$ cat config.mk
export PLATFORM = sky130hd
export DESIGN_NAME = least_recently_used_4_elmt
export DESIGN_NICKNAME = d
export VERILOG_FILES = /design/src/rtl/least_recently_used_4_elmt.sv
export SDC_FILE = /design/constraint.sdc
export NUM_CORES = 1
export LEC_CHECK = 0
export CORE_AREA = 2 2 43 45
export DETAILED_ROUTE_END_ITERATION = 12
export DIE_AREA = 0 0 45 47
export PLACE_DENSITY = 0.61
export SLEW_MARGIN = 0
export SYNTH_ARGS = -nofsm -noshare
export SYNTH_HDL_FRONTEND = slang
export SYNTH_SLANG_ARGS = --single-unit
$ cat constraint.sdc
create_clock -name clk -period 3.9 [get_ports clk]
set_input_delay 0.78 -clock clk [delete_from_list [all_inputs] [get_ports clk]]
set_output_delay 0.78 -clock clk [all_outputs]
set_load 0.03 [all_outputs]
$ cat src/rtl/least_recently_used_4_elmt.sv
// LRU tracker for a 4-entry set: keeps a full recency list, presents the LRU index as victim.
// Latency: a touch at edge N is visible on index_o after edge N; index_o decodes registered state only.
// Backpressure: none; access or update completes in the same cycle, access has priority over update.
module least_recently_used_4_elmt (
  input  logic       clk,
  input  logic       rst,
  input  logic [1:0] index_i,
  input  logic       access,
  input  logic       update,
  output logic [1:0] index_o
);

  // rank_q[0] is the LRU element, rank_q[3] the MRU element; always a permutation of 0..3.
  logic [3:0][1:0] rank_q;
  logic [3:0][1:0] rank_d;

  logic       touch_en;
  logic [1:0] touch_idx;
  logic [1:0] touch_pos;

  // Pick the element to promote: an explicit access wins, otherwise update refills the victim.
  always_comb begin
    touch_en  = access | update;
    touch_idx = access ? index_i : rank_q[0];
  end

  // Locate the rank currently holding the touched element (exactly one rank matches).
  always_comb begin
    touch_pos = 2'd3;
    if (rank_q[0] == touch_idx) begin
      touch_pos = 2'd0;
    end else if (rank_q[1] == touch_idx) begin
      touch_pos = 2'd1;
    end else if (rank_q[2] == touch_idx) begin
      touch_pos = 2'd2;
    end
  end

  // Ranks below the touched one keep their place, ranks above slide down, touched element goes to MRU.
  always_comb begin
    rank_d    = rank_q;
    rank_d[0] = (touch_pos > 2'd0) ? rank_q[0] : rank_q[1];
    rank_d[1] = (touch_pos > 2'd1) ? rank_q[1] : rank_q[2];
    rank_d[2] = (touch_pos > 2'd2) ? rank_q[2] : rank_q[3];
    rank_d[3] = touch_idx;
  end

  // Recency list register; reset restores the identity order and discards all history.
  always_ff @(posedge clk) begin
    if (rst) begin
      rank_q <= {2'd3, 2'd2, 2'd1, 2'd0};
    end else if (touch_en) begin
      rank_q <= rank_d;
    end
  end

  assign index_o = rank_q[0];

endmodule

Word level (Yosys, flattened, before mapping)
Cells that the tools add are included.
Storage, ports and cells
  bits in registers: 8
  bits in latches: 0
  bits in writable memories: 0
  ROM bits: 0
  logic and storage cells: 21
  memories kept: 0
Cells by class
  $add $sub $neg: 0
  $mul: 0
  divide/modulo/power cells: 0
  magnitude comparators: 3
  equality and inequality tests: 3
  shifts and indexed selects: 0
  mux-type cells: 4
  bitwise gates (word level): 4
  reduce and logical (&&, ||, !) cells: 3
Operator list (number)
  $eq A2 B2 Y1: 3
  $mux W2: 3
  $reduce_and A2 Y1: 3
  $gt A2 B1 Y1 const B: 2
  $not A1 Y1: 3
  $gt A2 B2 Y1 const B: 1
  $mux W1: 1
  $or A1 B1 Y1: 1

Depth between registers and ports, before layout
  word-level depth: 8
  mapped depth: 6

Worst setup path before layout
OpenSTA, ideal clock, no wires.
  path type: input -> register
  start: input port access
  end: register rank_q[2] in the netlist's numbering
  library setup time: 120 ps
  arrival time: 1754 ps
  data required time: 3780 ps
  path slack: 2026 ps
  stages: 6
  buffers on the path: 1
  cell sequence: buf_6 > and3b_1 > o32ai_4 > o21ai_4 > nor2_2 > a211o_1
Between the ends
  cells in the longest elaborated chain, start to end: 8
  elaborated cells between the ends (all ways): 11
Ends and longest elaborated chain
  start: declaration: RTL line 8  | input logic access,
  $mux W2: RTL line 24  | touch_idx = access ? index_i : rank_q[0];
  $eq A2 B2 Y1: RTL line 34  | end else if (rank_q[2] == touch_idx) begin
  $mux W1: RTL line 34
  $mux W2: RTL line 32  | end else if (rank_q[1] == touch_idx) begin
  $mux W2: RTL line 30  | if (rank_q[0] == touch_idx) begin
  $gt A2 B1 Y1: RTL line 43  | rank_d[1] = (touch_pos > 2'd1) ? rank_q[1] : rank_q[2];
  $not A1 Y1 (no line)
  $reduce_and A2 Y1 (no line) *
  end signal: assignment: RTL line 51  | rank_q <= {2'd3, 2'd2, 2'd1, 2'd0};
  end signal: assignment: RTL line 53  | rank_q <= rank_d;
  end: declaration: RTL line 14  | logic [3:0][1:0] rank_q;
Mark *: on every way between the ends. The rest lies on a longest branch, timed or not.
A chain may end at the register's enable or synchronous reset.

Worst setup path after layout
  start: input port access
  end: register rank_q[5] in the netlist's numbering
Between the ends
  cells in the longest elaborated chain, start to end: 8
  elaborated cells between the ends (all ways): 11
Ends and longest elaborated chain
  $mux W2: RTL line 24
  $eq A2 B2 Y1: RTL line 34
  $mux W1: RTL line 34
  $mux W2: RTL line 32
  $mux W2: RTL line 30
  $gt A2 B2 Y1: RTL line 44  | rank_d[2] = (touch_pos > 2'd2) ? rank_q[2] : rank_q[3];
  $not A1 Y1 (no line)
  $reduce_and A2 Y1 (no line) *
Marks and branches as above.

==> flow_metrics.py <==
metrics = {
    "outcome": {
        "status": "finished clean",
    },
    "floorplanning": {
        "ioPinCount": 8,
        "die_h_um": 47,
        "core-area_um2": 1650,
        "initial_core_util": 0.323,
        "dieArea_um2": 2120,
        "rows": 15,
        "die_width_um": 45,
    },
    "drt": {
        "vias_per_cell": 4.92,
        "drcViolationCount": 0,
        "wirelength_um": 872,
        "routedWlPerCell_um": 11.9,
        "drtAntennaViolNets": 0,
        "initialDrtViolationCount": 1,
        "drt_first_pass_iters": 4,
        "num_vias": 359,
    },
    "clock_tree": {
        "cts_buffers": 3,
        "insertion_delay_ns": 0.25,
        "cts_tree": "built",
        "holdBufCountCts": 0,
        "clockBufferDepth": 2,
        "cts-resized-gates": 0,
        "numClockSinks": 8,
        "htree_num_levels": 1,
        "clock-root-buffer": "clkbuf_4",
        "post_cts_buffers": 0,
        "clk_pin_slew_ns": 0.06,
    },
    "power_and_ir_drop": {
        "peakVddDrop_uv": 145,
        "swShare": 0.325,
        "p_seq_frac": 0.412,
        "p_clk_frac": 0.244,
        "power_switching_mw": 0.0847,
        "cellPowerDensity_nw_per_um2": 423,
        "leakage_nw": 0.241,
        "power_frac_comb": 0.344,
        "intPower_mw": 0.176,
    },
    "placement": {
        "dp_cells": 70,
        "place_hpwl_um": 687,
        "gp_congestion": 0.694,
        "io_buffer_count": 7,
        "dpl_cell_area_um2": 594,
    },
    "finish": {
        "area_growth_pct": 15.7,
        "final_area_um2": 617,
        "instances_no_fill": 73,
        "antenna_cells": 0,
        "fillCellCount": 176,
        "nets": 64,
        "drive_gt1_frac": 0.232,
    },
    "timing": {
        "worst-slew-pin-transition_ns": 0.456,
        "period_share": 0.613,
        "period_needed_ns": 2.39,
        "slew_headroom": 0.695,
        "setup_violations": 0,
        "hold_ws_ns": 0.496,
        "hold_viol_final": 0,
        "grt_setup_unrepaired": "false",
        "timing.fmax_mhz": 418,
        "final_max_slew_viol_count": 0,
        "fin_worst_skew_ns": 0.00141,
        "fin_tns_setup_ns": 0,
    },
    "synthesis": {
        "synth_top_family_by_area": "compound AO/OA/AOI/OAI gates",
        "syn_area_um2": 533,
        "synth-compound-area-share": 0.221,
        "syn_avg_cell_area_um2": 10.7,
        "ys_seq_elements": 8,
        "synth_adder_area_share": 0,
        "synthFlopType": "dfxtp_1",
        "synth_most_common_cell": "dfxtp_1",
        "synth_commonest_cells": "dfxtp_1 (8), mux2i_1 (6), nor2_1 (5)",
        "synth_cell_type_count": 28,
        "yosys.area.top_type": "dfxtp_1",
        "synthXorXnorAreaFrac": 0.0657,
        "synth_simple_gate_area_frac": 0.174,
        "ys_warn_count": 0,
        "ys_async_sr_fraction": 0,
        "synth.area.top_cells": "dfxtp_1 (30%), mux2i_1 (11%), o32ai_4 (5.2%)",
        "yosysTopAreaCellShare": 0.300,
        "netlist_instances": 50,
        "yosysSeqAreaShare": 0.300,
        "yosys-mux-area-fraction": 0.176,
        "synth-edff-count": 0,
        "syn_nets": 56,
    },
    "worst_setup_path": {
        "worst_path_max_delay_cell": "clkdlybuf4s50_1",
        "cp-start-kind": "primary input",
        "cp_slowest_stage_delay_ns": 0.75,
        "crit_arrival_ns": 2.57,
        "crit_fanout": 10,
        "criticalPathCategory": "primary input to flop",
        "crit_path_cell_trace": "clkdlybuf4s50_1 > mux2i_4 > xnor2_1 > o21ai_4 > a21oi_2 > mux2i_1",
        "worstPathRequired_ns": 4.08,
        "endpoint_kind": "flop",
    },
    "run": {
        "drv_cap": 0,
    },
    "grt": {
        "grt_pass1_wl_um": 1440,
        "antenna_found_initial": 0,
        "grt_usage": 0.0965,
        "grt_start_max_net_pins": 11,
        "grt_pass1_vias": 348,
        "overflow": 0,
    },
    "hold_path": {
        "worstHoldPathType": "flop to flop",
    },
}
## cell usage in the layout (no fill, tap or decap), drive strengths merged, types with 2 or more instances in the layout
cell           count
dfxtp              8
a21oi              3
clkbuf             3
clkdlybuf4s50      7
xnor2              3
nor2               6
nor2b              2
nand2b             3
mux2i              7
## critical path, delay by kind of cell
kind / cells / cell delay (ns)
AOI/OAI and AO/OA: 2 / 0.29
xor gates and xnor gates: 1 / 0.19
buffers and inverters: 1 / 0.75
muxes: 2 / 0.55
## registers in the layout (all words and copies together), names as in the netlist
name	count
index_o	2
rank_q	6
## final timing paths
check                          startpoint                     end  slack [ns]  cells after the start
setup / recovery                   access  rank_q[5]$_SDFFE_PP1P_        1.51                      6
hold / removal     rank_q[6]$_SDFFE_PP1P_  rank_q[4]$_SDFFE_PP0P_        0.50                      2
setup reg to reg  index_o[1]$_SDFFE_PP0P_  rank_q[5]$_SDFFE_PP1P_        2.43                      5
hold reg to reg    rank_q[6]$_SDFFE_PP1P_  rank_q[4]$_SDFFE_PP0P_        0.50                      2
## area by class of cell
cell class	instances	area (µm²)	share of cell area
clock buffers	3	22.5	0.0365
flip-flops and latches	8	160	0.260
multi-input cells	37	339	0.550
well taps	17	21.3	0.0345
inverters	1	3.75	0.00609
repair buffers	7	70.1	0.114
## power by group through the flow
stage | registers [mW] | clock network, mW | logic, mW
after floorplan | 0.106 | 0 | 0.0766
after global placement | 0.109 | 0 | 0.0894
after detailed placement | 0.109 | 0 | 0.0901
after CTS | 0.107 | 0.0666 | 0.0907
after global routing | 0.109 | 0.0699 | 0.0983
final | 0.107 | 0.0637 | 0.0896
## stage by stage
step | worst slack, ns | util | power (mW)
final | 1.51 | 0.373 | 0.261
after global routing | 1.36 | 0.373 | 0.277
after floorplan | 2.03 | - | 0.182
after global placement | 1.28 | 0.360 | 0.198
after CTS | 1.49 | 0.373 | 0.265
after detailed placement | 1.23 | 0.360 | 0.199
## cell families after synthesis
kind of cell	Yosys count
xor gates and xnor gates	4
AOI/OAI and AO/OA	10
and+or+nand+nor	15
buffers and inverters	5
muxes	8
DFF	8
## routing by layer
layer	GRT usage	routed length, µm	vias to the layer above
li1	-	-	190
met1	0.141	460	163
met2	0.129	387	6
met3	0.0115	23	0
met4	0.0706	0	0
met5	0	0	-
(Power assumes the default switching activity.)
